===== config.mk =====
export PLATFORM = sky130hd
export DESIGN_NAME = trng_keccak_ctrl
export DESIGN_NICKNAME = d
export VERILOG_FILES = /design/src/rtl/trng_keccak_ctrl_pkg.sv /design/src/rtl/trng_rep_health_test.sv /design/src/rtl/trng_keccak_ctrl.sv
export SDC_FILE = /design/constraint.sdc
export NUM_CORES = 1
export LEC_CHECK = 0
export BUFFER_PORTS_ARGS = -buffer_cell sky130_fd_sc_hd__buf_4
export CELL_PAD_IN_SITES_DETAIL_PLACEMENT = 1
export CELL_PAD_IN_SITES_GLOBAL_PLACEMENT = 1
export CORE_MARGIN = 2
export CORE_UTILIZATION = 40
export CTS_BUF_LIST = sky130_fd_sc_hd__clkbuf_8 sky130_fd_sc_hd__clkbuf_16
export CTS_CLUSTER_SIZE = 20
export DETAILED_ROUTE_END_ITERATION = 10
export HOLD_SLACK_MARGIN = 0.12
export PLACE_DENSITY = 0.8
export SETUP_SLACK_MARGIN = 0.3
export SLEW_MARGIN = 20
export SYNTH_ARGS = -nofsm -noshare
export SYNTH_HDL_FRONTEND = slang
export SYNTH_SLANG_ARGS = --single-unit

===== constraint.sdc =====
create_clock -name clk_i -period 2.16 [get_ports clk_i]
set_input_delay 0.216 -clock clk_i [delete_from_list [all_inputs] [get_ports clk_i]]
set_output_delay 0.216 -clock clk_i [all_outputs]
set_load 0.02 [all_outputs]

===== src/rtl/trng_keccak_ctrl_pkg.sv =====
// Shared definitions for the TRNG/Keccak sequencer: FSM state encoding and
// the default lane geometry also used by the Keccak wrapper and register block.
package trng_keccak_ctrl_pkg;

    localparam int unsigned TRNG_LANE_W          = 64;
    localparam int unsigned TRNG_LANES_PER_BLOCK = 17;

    typedef enum logic [2:0] {
        ST_IDLE,
        ST_SETTLE,
        ST_COLLECT,
        ST_PUSH,
        ST_PERMUTE,
        ST_DONE,
        ST_FAIL
    } trng_state_e;

endpackage


===== src/rtl/trng_rep_health_test.sv =====
// Repetition-count health test: counts consecutive identical raw samples and
// raises a sticky fail flag once the run length reaches REP_LIMIT.
module trng_rep_health_test
    import trng_keccak_ctrl_pkg::*;
#(
    parameter int unsigned REP_LIMIT = 32
) (
    input  logic clk_i,
    input  logic rst_i,
    input  logic clear_i,
    input  logic sample_i,
    input  logic bit_i,
    output logic fail_o
);

    localparam int unsigned CW = $clog2(REP_LIMIT + 1);

    logic          prev_q, prev_d;
    logic [CW-1:0] cnt_q, cnt_d;
    logic          fail_q, fail_d;

    // Run-length tracking; a zero count marks "no sample seen since clear".
    always_comb begin
        prev_d = prev_q;
        cnt_d  = cnt_q;
        fail_d = fail_q;
        if (clear_i) begin
            prev_d = 1'b0;
            cnt_d  = '0;
            fail_d = 1'b0;
        end else if (sample_i) begin
            prev_d = bit_i;
            if ((cnt_q != '0) && (bit_i == prev_q)) begin
                if (cnt_q != CW'(REP_LIMIT)) begin
                    cnt_d = cnt_q + CW'(1);
                end
            end else begin
                cnt_d = CW'(1);
            end
            if (cnt_d == CW'(REP_LIMIT)) begin
                fail_d = 1'b1;
            end
        end
    end

    // Health state registers.
    always_ff @(posedge clk_i) begin
        if (rst_i) begin
            prev_q <= 1'b0;
            cnt_q  <= '0;
            fail_q <= 1'b0;
        end else begin
            prev_q <= prev_d;
            cnt_q  <= cnt_d;
            fail_q <= fail_d;
        end
    end

    assign fail_o = fail_q;

endmodule


===== src/rtl/trng_keccak_ctrl.sv =====
// Sequencer between the ring-oscillator TRNG and the Keccak absorb port:
// settle, decimate raw bits into lanes, push one rate block, fire the permutation.
// Optional repetition health test enabled by defining TRNG_CTRL_HEALTH_EN.
module trng_keccak_ctrl
    import trng_keccak_ctrl_pkg::*;
#(
    parameter int unsigned LANE_W          = TRNG_LANE_W,
    parameter int unsigned LANES_PER_BLOCK = TRNG_LANES_PER_BLOCK,
    parameter int unsigned SETTLE_CYCLES   = 16,
    parameter int unsigned SAMPLE_DIV      = 4,
    parameter int unsigned REP_LIMIT       = 32
) (
    input  logic              clk_i,
    input  logic              rst_i,
    input  logic              start_i,
    output logic              ro_en_o,
    input  logic              raw_bit_i,
    output logic              lane_valid_o,
    input  logic              lane_ready_i,
    output logic [LANE_W-1:0] lane_data_o,
    output logic              lane_last_o,
    output logic              perm_start_o,
    input  logic              perm_done_i,
    output logic              busy_o,
    output logic              done_o,
    output logic              health_fail_o,
    input  logic              clear_fail_i
);

    localparam int unsigned SW = $clog2(SETTLE_CYCLES + 1);
    localparam int unsigned DW = $clog2(SAMPLE_DIV + 1);
    localparam int unsigned BW = $clog2(LANE_W + 1);
    localparam int unsigned LW = $clog2(LANES_PER_BLOCK + 1);

    trng_state_e       state_q, state_d;
    logic [SW-1:0]     settle_q, settle_d;
    logic [DW-1:0]     div_q, div_d;
    logic [BW-1:0]     bits_q, bits_d;
    logic [LW-1:0]     lane_q, lane_d;
    logic [LANE_W-1:0] shreg_q, shreg_d;
    logic              perm_armed_q, perm_armed_d;
    logic              sample;
    logic              health_evt;

`ifdef TRNG_CTRL_HEALTH_EN
    logic health_clear;

    // Run tracking restarts whenever the FSM is outside an active collection.
    assign health_clear = (state_q == ST_IDLE) || (state_q == ST_SETTLE) ||
                          (state_q == ST_FAIL);

    trng_rep_health_test #(
        .REP_LIMIT (REP_LIMIT)
    ) u_health (
        .clk_i    (clk_i),
        .rst_i    (rst_i),
        .clear_i  (health_clear),
        .sample_i (sample),
        .bit_i    (raw_bit_i),
        .fail_o   (health_evt)
    );
`else
    logic unused_health;

    assign health_evt    = 1'b0;
    assign unused_health = clear_fail_i ^ sample ^ (REP_LIMIT < 2);
`endif

    // Next-state, datapath and output decode; a pending health failure overrides all.
    always_comb begin
        state_d       = state_q;
        settle_d      = settle_q;
        div_d         = div_q;
        bits_d        = bits_q;
        lane_d        = lane_q;
        shreg_d       = shreg_q;
        perm_armed_d  = 1'b0;
        sample        = 1'b0;
        ro_en_o       = 1'b0;
        lane_valid_o  = 1'b0;
        lane_data_o   = '0;
        lane_last_o   = 1'b0;
        perm_start_o  = 1'b0;
        busy_o        = 1'b0;
        done_o        = 1'b0;
        health_fail_o = 1'b0;

        case (state_q)
            ST_IDLE: begin
                lane_d = '0;
                if (start_i) begin
                    state_d  = ST_SETTLE;
                    settle_d = '0;
                end
            end
            ST_SETTLE: begin
                ro_en_o = 1'b1;
                busy_o  = 1'b1;
                if (settle_q == SW'(SETTLE_CYCLES - 1)) begin
                    state_d = ST_COLLECT;
                    div_d   = '0;
                    bits_d  = '0;
                end else begin
                    settle_d = settle_q + SW'(1);
                end
            end
            ST_COLLECT: begin
                ro_en_o = 1'b1;
                busy_o  = 1'b1;
                if (div_q == DW'(SAMPLE_DIV - 1)) begin
                    div_d   = '0;
                    sample  = 1'b1;
                    shreg_d = {shreg_q[LANE_W-2:0], raw_bit_i};
                    if (bits_q == BW'(LANE_W - 1)) begin
                        bits_d  = '0;
                        state_d = ST_PUSH;
                    end else begin
                        bits_d = bits_q + BW'(1);
                    end
                end else begin
                    div_d = div_q + DW'(1);
                end
            end
            ST_PUSH: begin
                ro_en_o      = 1'b1;
                busy_o       = 1'b1;
                lane_valid_o = 1'b1;
                lane_data_o  = shreg_q;
                lane_last_o  = (lane_q == LW'(LANES_PER_BLOCK - 1));
                if (lane_ready_i) begin
                    if (lane_last_o) begin
                        state_d = ST_PERMUTE;
                    end else begin
                        lane_d  = lane_q + LW'(1);
                        state_d = ST_COLLECT;
                    end
                end
            end
            ST_PERMUTE: begin
                busy_o       = 1'b1;
                perm_start_o = !perm_armed_q;
                perm_armed_d = 1'b1;
                if (perm_armed_q && perm_done_i) begin
                    state_d = ST_DONE;
                end
            end
            ST_DONE: begin
                busy_o  = 1'b1;
                done_o  = 1'b1;
                lane_d  = '0;
                state_d = ST_IDLE;
            end
            ST_FAIL: begin
                health_fail_o = 1'b1;
                shreg_d       = '0;
                if (clear_fail_i) begin
                    state_d = ST_IDLE;
                end
            end
            default: begin
                state_d = ST_IDLE;
            end
        endcase

        // The flag is registered, so the lane offer is withdrawn in the cycle
        // it is seen; no handshake can complete alongside the move to FAIL.
        if (health_evt && ((state_q == ST_COLLECT) || (state_q == ST_PUSH))) begin
            state_d      = ST_FAIL;
            lane_valid_o = 1'b0;
            lane_data_o  = '0;
            lane_last_o  = 1'b0;
        end
    end

    // State and datapath registers with synchronous reset.
    always_ff @(posedge clk_i) begin
        if (rst_i) begin
            state_q      <= ST_IDLE;
            settle_q     <= '0;
            div_q        <= '0;
            bits_q       <= '0;
            lane_q       <= '0;
            shreg_q      <= '0;
            perm_armed_q <= 1'b0;
        end else begin
            state_q      <= state_d;
            settle_q     <= settle_d;
            div_q        <= div_d;
            bits_q       <= bits_d;
            lane_q       <= lane_d;
            shreg_q      <= shreg_d;
            perm_armed_q <= perm_armed_d;
        end
    end

endmodule


# Word level (Yosys, flattened, before mapping)
# Cells that the tools add are included.
# op_classes
add_sub_neg	4
eq_ne	19
mux	33
n_reduce_logical	16
# op_table
op	count
two-way mux 64 bit	2
one-hot mux 64 bit (2 select lines)	1
two-way mux 3 bit	10
two-way mux 7 bit	3
two-way mux 5 bit	4
one-hot mux 5 bit (2 select lines)	2
!= test 2 bit (second input constant)	9
one-hot mux 3 bit (6 select lines)	1
one-hot mux 7 bit (2 select lines)	1
adder 5 x 1 -> 5 bit (second input constant)	2
equality test 3 x 2 -> 1 bit (second input constant)	3
equality test 3 bit (second input constant)	3
AND reduction 3 bit	3
two-way mux 1 bit	8
nonzero test 2 bit	4
adder 7 x 1 -> 7 bit (second input constant)	1
equality test 7 x 6 -> 1 bit (second input constant)	1
AND reduction 7 bit	1
one-hot mux 3 bit (2 select lines)	1
equality test 5 x 4 -> 1 bit (second input constant)	1
equality test 5 bit (second input constant)	1
OR reduction 5 bit	1
AND reduction 2 bit	2
adder 3 x 1 -> 3 bit (second input constant)	1
other kinds (6)	6
# word_totals
register_bits	88
out_inout_bits	71
word_cells	79

# Longest topological paths before layout
# Gate-level depths: netlist of run 1.
# depth
word_depth	4
mapped_depth	7
depth_no_buf	7

# Worst setup path after synthesis of run 1
# Ideal clock, no wire load.
# synth_path
path_kind	register to register
startpoint	reg settle_q[0]
endpoint	reg bits_q[4]
arrival_ns	1.791
t_required_ns	2.090
path_slack_ns	0.298
path_stages_with_launch	8
synth_period_minus_slack_ns	1.862
cell_sequence	dfxtp_1 > ha_1 > and3_1 > ha_1 > nand3b_1 > a21o_1 > or4_1 > a21oi_1
# synth_via
elab_chain_cells	3
# synth_rtl
item	line_no	source
start, declared	trng_keccak_ctrl.sv:36	logic [SW-1:0] settle_q, settle_d;
start signal, assigned	trng_keccak_ctrl.sv:187	settle_q <= settle_d;
equality test 5 x 4 -> 1 bit	trng_keccak_ctrl.sv:99	if (settle_q == SW'(SETTLE_CYCLES - 1)) begin
!= test 2 bit (no source line)	--	
AND reduction 3 bit (no source line)	--	
end signal, assigned	trng_keccak_ctrl.sv:189	bits_q <= bits_d;
end, declared	trng_keccak_ctrl.sv:38	logic [BW-1:0] bits_q, bits_d;
# Every way passes these cells.
# A chain may end at the register's enable or synchronous reset.

# Worst setup path in the final report of run 1
# layout_path
startpoint	reg settle_q[0]
endpoint	reg bits_q[3]
# Same word-level chain as after synthesis.

==> results of run 1 <==
area by class of cell:
| type | instances | area (µm²) | area share |
|---|---|---|---|
| Clock buffer | 10 | 137.6 | 0.02712 |
| Tap cell | 133 | 166.4 | 0.03279 |
| Timing Repair Buffer | 94 | 745.7 | 0.1469 |
| Multi-Input combinational cell | 389 | 2143 | 0.4223 |
| Clock inverter | 6 | 75.07 | 0.01479 |
| Inverter | 9 | 33.78 | 0.006657 |
| Sequential cell | 88 | 1773 | 0.3494 |
stage by stage:
stage          area (µm²)  std cells  hold WS (ns)  setup slack (ns)    util
5_1_grt              5075        729        0.2043            0.2279  0.5168
3_5_place_dp         4747        705        0.4308            0.1216  0.4834
6_report             5075        729        0.1594            0.2744  0.5168
4_1_cts              5029        725        0.1473            0.2941  0.5121
2_1_floorplan        4049        525        0.3520            0.3171       -
3_3_place_gp         4747        705        0.4169            0.2120  0.4834
synthesized netlist by cell type (all sizes together), types with 2 or more instances:
| cell type | count | area, µm² |
|---|---|---|
| a21oi | 80 | 400.4 |
| a311oi | 2 | 17.52 |
| a31oi | 3 | 18.77 |
| and2 | 65 | 406.6 |
| and3 | 4 | 25.02 |
| and3b | 2 | 17.52 |
| buf | 14 | 63.81 |
| clkbuf | 25 | 93.84 |
| dfxtp | 88 | 1762 |
| ha | 6 | 75.07 |
| inv | 8 | 30.03 |
| mux2i | 2 | 20.02 |
| nand2 | 92 | 345.3 |
| nand2b | 2 | 12.51 |
| nand3 | 70 | 350.3 |
| nand3b | 3 | 22.52 |
| nand4 | 3 | 18.77 |
| nand4bb | 2 | 22.52 |
| nor2 | 14 | 60.06 |
| nor2b | 6 | 37.54 |
| nor3 | 3 | 15.01 |
| nor3b | 2 | 20.02 |
| o211ai | 7 | 52.55 |
| o21ai | 4 | 20.02 |
| or3 | 4 | 25.02 |
| xor2 | 2 | 17.52 |
cells by family (layout without fill, tap and decap cells):
kind of cell	count (synthesis)	count (layout)	share of synthesized area
buffers and inverters	48	119	0.04731
xor gates and xnor gates	3	3	0.006495
adders and majority gates	6	6	0.01855
DFF	88	88	0.4354
and+or+nand+nor	278	278	0.3528
muxes	2	2	0.004948
AOI/OAI and AO/OA	100	100	0.1345
report_power, final:
group	total (W)	switching [W]	leakage, nW	internal, W
clock	0.00122	0.000639	0.105	0.000583
combinational	0.000613	0.000384	1.09	0.000229
sequential	0.00171	0.0000565	0.712	0.00166
total	0.00355	0.00108	1.90	0.00247
worst paths after layout:
check / start / to / slack [ns]
min: clear_fail_i / state_q[2] / 0.16
min reg2reg: bits_q[6] / bits_q[6] / 0.46
max: settle_q[0] / bits_q[3] / 0.27
max reg2reg: settle_q[0] / bits_q[3] / 0.27
sequential cells by signal (all words and copies together), names as in the netlist:
name / cells
settle_q: 5
shreg_q: 64
bits_q: 7
state_q: 3
lane_q: 5
perm_armed_q: 1
div_q: 3
metal layers:
metal	track usage	vias to the layer above
met5	0	-
met4	0.06952	0
met3	0.02994	12
met2	0.3599	60
met1	0.2686	1950
li1	-	1910
worst reg2reg max path, delay by kind of cell (launching register included):
kind	cells	cell delay (ns)
adders and majority gates	2	0.27
and+or+nand+nor	2	0.30
AOI/OAI and AO/OA	3	0.88
DFF	1	0.36
what timing repair did:
item	4_1_cts	5_1_grt
hold buffers	1	0
endpoints found under the hold margin	1	0
endpoints found under the setup margin	73	69
gates resized for setup	12	4
setup buffers	3	4
pin swaps	3	3
==> impl_metrics.env, run 1 <==
export IMPL_status="complete, no violations"
export IMPL_seq_area_frac_synth=0.4354
export IMPL_grt_pass1_wl_um=18950
export IMPL_ir_worst_vdd_mv=0.4211
export IMPL_worst_slew_pin_slew_ns=0.5381
export IMPL_finalSetupViolations=0
export IMPL_layout_drive_gt1_share=0.2114
export IMPL_n_fill_cell=1251
export IMPL_drt_pass1_iter_count=4
export IMPL_fp_row_count=36
export IMPL_clk_path_buf_depth=2
export IMPL_yosysUniqueCellTypes=41
export IMPL_grt_ovfl_total=0
export IMPL_route_met3_wl_um=313
export IMPL_path_buf_inv=0
export IMPL_htree_levels=3
export IMPL_antenna_found_initial=0
export IMPL_cp_slowest_cell="a21oi_1"
export IMPL_cts_buffers=9
export IMPL_worstPathMaxFanout=5
export IMPL_synthesis_area_um2=4046
export IMPL_synth_seq_cells=88
export IMPL_finalWeightedCongestion=0.7656
export IMPL_p_total_w=0.003550
export IMPL_cp_cell_sequence="ha_4 -> and3_4 -> ha_4 -> nand3b_1 -> a21oi_1 -> a31oi_1 -> a311oi_1"
export IMPL_fin_crit_ns=1.886
export IMPL_synth_ff_type="dfxtp_1"
export IMPL_die_area_um2=10940
export IMPL_wl_met2_um=5901
export IMPL_fp_dieH_um=104.6
export IMPL_drc_errors=0
export IMPL_track_usage=0.2090
export IMPL_drt_iter0_markers=160
export IMPL_crit_path_start_kind="register"
export IMPL_critical_path_required_ns=2.43
export IMPL_syn_num_nets=538
export IMPL_max_cap_viol_count=0
export IMPL_worst_path_largest_cell_delay_ns=0.48
export IMPL_cts_tree="yes"
export IMPL_syn_mean_instance_area_um2=7.707
export IMPL_cp_depth=7
export IMPL_route_vias_total=3932
export IMPL_grt_pass1_vias=3878
export IMPL_whs_path_depth=4
export IMPL_clkTransAtPathRegs_ns=0.10
export IMPL_fin_skew_ns=0.01515
export IMPL_wire_per_inst_um=15.84
export IMPL_final_cell_mix="nand2_1 (90), buf_4 (89), dfxtp_1 (83)"
export IMPL_routed_wl_um=11540
export IMPL_slew_viol_final=0
export IMPL_slew_headroom=0.6412
export IMPL_r2r_worst_path_cells=7
export IMPL_yosysWarnings=0
export IMPL_min_period_over_period=0.8730
export IMPL_synth_edf_count=0
export IMPL_dieWidth_um=104.6
export IMPL_final_common_cell="nand2_1"
export IMPL_hold_violations=0
export IMPL_drtAntennaViolNets=0
export IMPL_crit_top_cell="ha_4"
export IMPL_end_kind="register"
export IMPL_start_util=0.4121
export IMPL_synthCells=525
export IMPL_fin_setup_tns_ns=0
export IMPL_dp_hpwl_um=7451
export IMPL_clockRootBuffer="clkbuf_8"
export IMPL_wl_met1_um=5178
export IMPL_async_flop_share=0
export IMPL_clkLatencyLatePin_ns=0.36
export IMPL_io_buffers=77
export IMPL_rsz0062_at_grt="true"
export IMPL_vias_per_cell=5.394
export IMPL_hp_class="primary input to register"
export IMPL_route_top_layer_used="met4"
export IMPL_crit_type="register to register"
export IMPL_n_antenna_cell=0
export IMPL_syn_to_final_growth_pct=25.42
export IMPL_cts_sinks=88
export IMPL_grt_max_degree=65
export IMPL_cp_arrival_ns=2.16
export IMPL_fmax_mhz=530.3
export IMPL_nets=604
export IMPL_core_um2=9819
export IMPL_p_leak_nw=1.905
export IMPL_cellPowerDensity_nw_per_um2=699.4
export IMPL_boundaryPins=78
export IMPL_crit_family="compound AO/OA/AOI/OAI gates"
(Power assumes the default switching activity.)
==> inputs of run 2 (changes only) <==
==> constraint.sdc (replaced) <==
create_clock -name clk_i -period 2.16 [get_ports clk_i]
set_input_delay 0.108 -clock clk_i [delete_from_list [all_inputs] [get_ports clk_i]]
set_output_delay 0.108 -clock clk_i [all_outputs]
set_load 0.02 [all_outputs]
==> run 2 against run 1 <==
  * Power shrank 0.86%
  * Critical path depth is the same
  * Utilization is 0.43 points higher
  * Routed wire length is 0.11% higher
==> impl_metrics.env, run 2 (synthesis results as in run 1) <==
export IMPL_hold_violations=0
export IMPL_rr_startpoint="settle_q[1]"
export IMPL_hp_start="rst_i"
export IMPL_core_um2=9819
export IMPL_crit_path_start_kind="register"
export IMPL_dieWidth_um=104.6
export IMPL_top_register="shreg_q"
export IMPL_grt_ovfl_total=0
export IMPL_nets=604
export IMPL_drc_errors=0
export IMPL_fin_area_um2=5117
export IMPL_slew_headroom=0.6936
export IMPL_final_cell_mix="nand2_1 (90), buf_4 (86), dfxtp_1 (84)"
export IMPL_n_antenna_cell=0
export IMPL_pre_cts_ws_ns=0.1172
export IMPL_ir_worst_vdd_mv=0.4020
export IMPL_r2r_end="bits_q[3]"
export IMPL_cts_tree="yes"
export IMPL_drt_iter0_markers=123
export IMPL_finalWeightedCongestion=0.7877
export IMPL_clkTransAtPathRegs_ns=0.10
export IMPL_cts_sinks=88
export IMPL_grt_max_degree=68
export IMPL_cts_buffers=9
export IMPL_p_leak_nw=1.916
export IMPL_grt_pass1_wl_um=18020
export IMPL_hp_class="primary input to register"
export IMPL_layout_drive_gt1_share=0.2064
export IMPL_fin_skew_ns=0.01777
export IMPL_setup_slack_ns=0.3538
export IMPL_final_common_cell="nand2_1"
export IMPL_r2r_worst_path_cells=7
export IMPL_die_area_um2=10940
export IMPL_start_util=0.4121
export IMPL_end_kind="register"
export IMPL_largest_register_ffs=64
export IMPL_fin_crit_ns=1.806
export IMPL_fin_setup_tns_ns=0
export IMPL_reg_largest_list="shreg_q: 64 flops, bits_q: 7 flops"
export IMPL_syn_to_final_growth_pct=26.47
export IMPL_clockRootBuffer="clkbuf_8"
export IMPL_grt_pass1_vias=3772
export IMPL_slew_viol_final=0
export IMPL_drtAntennaViolNets=0
export IMPL_whs_path_depth=2
export IMPL_crit_type="register to register"
export IMPL_finalSetupViolations=0
export IMPL_worst_slew_pin_slew_ns=0.4580
export IMPL_clk_path_buf_depth=2
export IMPL_cellPowerDensity_nw_per_um2=687.6
export IMPL_timing_hold_ws_ns=0.1896
export IMPL_status="complete, no violations"
export IMPL_route_vias_total=3851
export IMPL_critical_path_required_ns=2.41
export IMPL_whs_endpoint="shreg_q[37]"
export IMPL_max_cap_viol_count=0
export IMPL_vias_per_cell=5.283
export IMPL_htree_levels=3
export IMPL_dp_hpwl_um=7213
export IMPL_fmax_mhz=553.6
export IMPL_drt_pass1_iter_count=4
export IMPL_track_usage=0.1973
export IMPL_io_buffers=77
export IMPL_place_area_um2=4760
export IMPL_min_period_over_period=0.8362
export IMPL_boundaryPins=78
export IMPL_ff2ff_setup_slack_ns=0.35
export IMPL_worstPathMaxFanout=6
export IMPL_fp_row_count=36
export IMPL_wire_per_inst_um=15.85
export IMPL_fp_dieH_um=104.6
export IMPL_antenna_found_initial=0
export IMPL_rsz0062_at_grt="true"
export IMPL_clkLatencyLatePin_ns=0.36
export IMPL_p_total_w=0.003519
export IMPL_routed_wl_um=11560
export IMPL_cp_arrival_ns=2.06
-- run 2: repair_timing --
action,CTS,global route
hold buffers,2,0
endpoints found under the setup margin,69,64
endpoints found under the hold margin,2,0
resized for setup,5,11
gates cloned,0,2
pin swaps,1,5
setup buffers,1,3
-- run 2: final cells by class --
type | count | area (µm²)
inverters | 9 | 33.78
fillers | 1269 | 4702
flip-flops and latches | 88 | 1777
clock inverters | 7 | 80.08
repair buffers | 94 | 795.8
clock buffers | 9 | 123.9
multi-input cells | 389 | 2141
well taps | 133 | 166.4
-- run 2: power breakdown --
group	total, W	internal [W]	switching (W)
sequential	0.00170	0.00166	0.0000433
combinational	0.000638	0.000240	0.000397
clock	0.00118	0.000549	0.000632
total	0.00352	0.00245	0.00107
-- run 2: how the worst max path moves through the flow --
stage	start	endpoint	slack (ns)	cells past startpoint
floorplan	settle_q[0]	bits_q[4]	0.32	7
global placement	settle_q[0]	bits_q[4]	0.22	7
detailed placement	settle_q[0]	bits_q[4]	0.12	7
CTS	settle_q[0]	bits_q[4]	0.28	7
global route	settle_q[1]	bits_q[3]	0.26	7
finish	settle_q[1]	bits_q[3]	0.35	7
-- run 2: through the flow --
| step | util | std cells |
|---|---|---|
| 6_report | 0.5212 | 729 |
| 2_1_floorplan | - | 525 |
| 5_1_grt | 0.5212 | 729 |
| 3_3_place_gp | 0.4847 | 705 |
| 3_5_place_dp | 0.4847 | 705 |
| 4_1_cts | 0.5098 | 724 |
-- run 2: per-layer routing --
metal | routed length [µm] | vias up | share of wire | GRT usage
met3 | 330 | 14 | 0.029 | 0.02807
met5 | 0 | - | 0 | 0
met1 | 5208 | 1861 | 0.45 | 0.2515
met4 | 157 | 0 | 0.014 | 0.05810
met2 | 5860 | 63 | 0.51 | 0.3459
li1 | - | 1913 | - | -
-- run 2: critical path, stage by stage, from the launching register on --
cell and delay [ns]:
dfxtp_4 0.38, ha_4 0.13, and3_4 0.19, ha_4 0.15, nand3b_1 0.10, a21oi_1 0.36
a31oi_1 0.14, a311oi_1 0.26
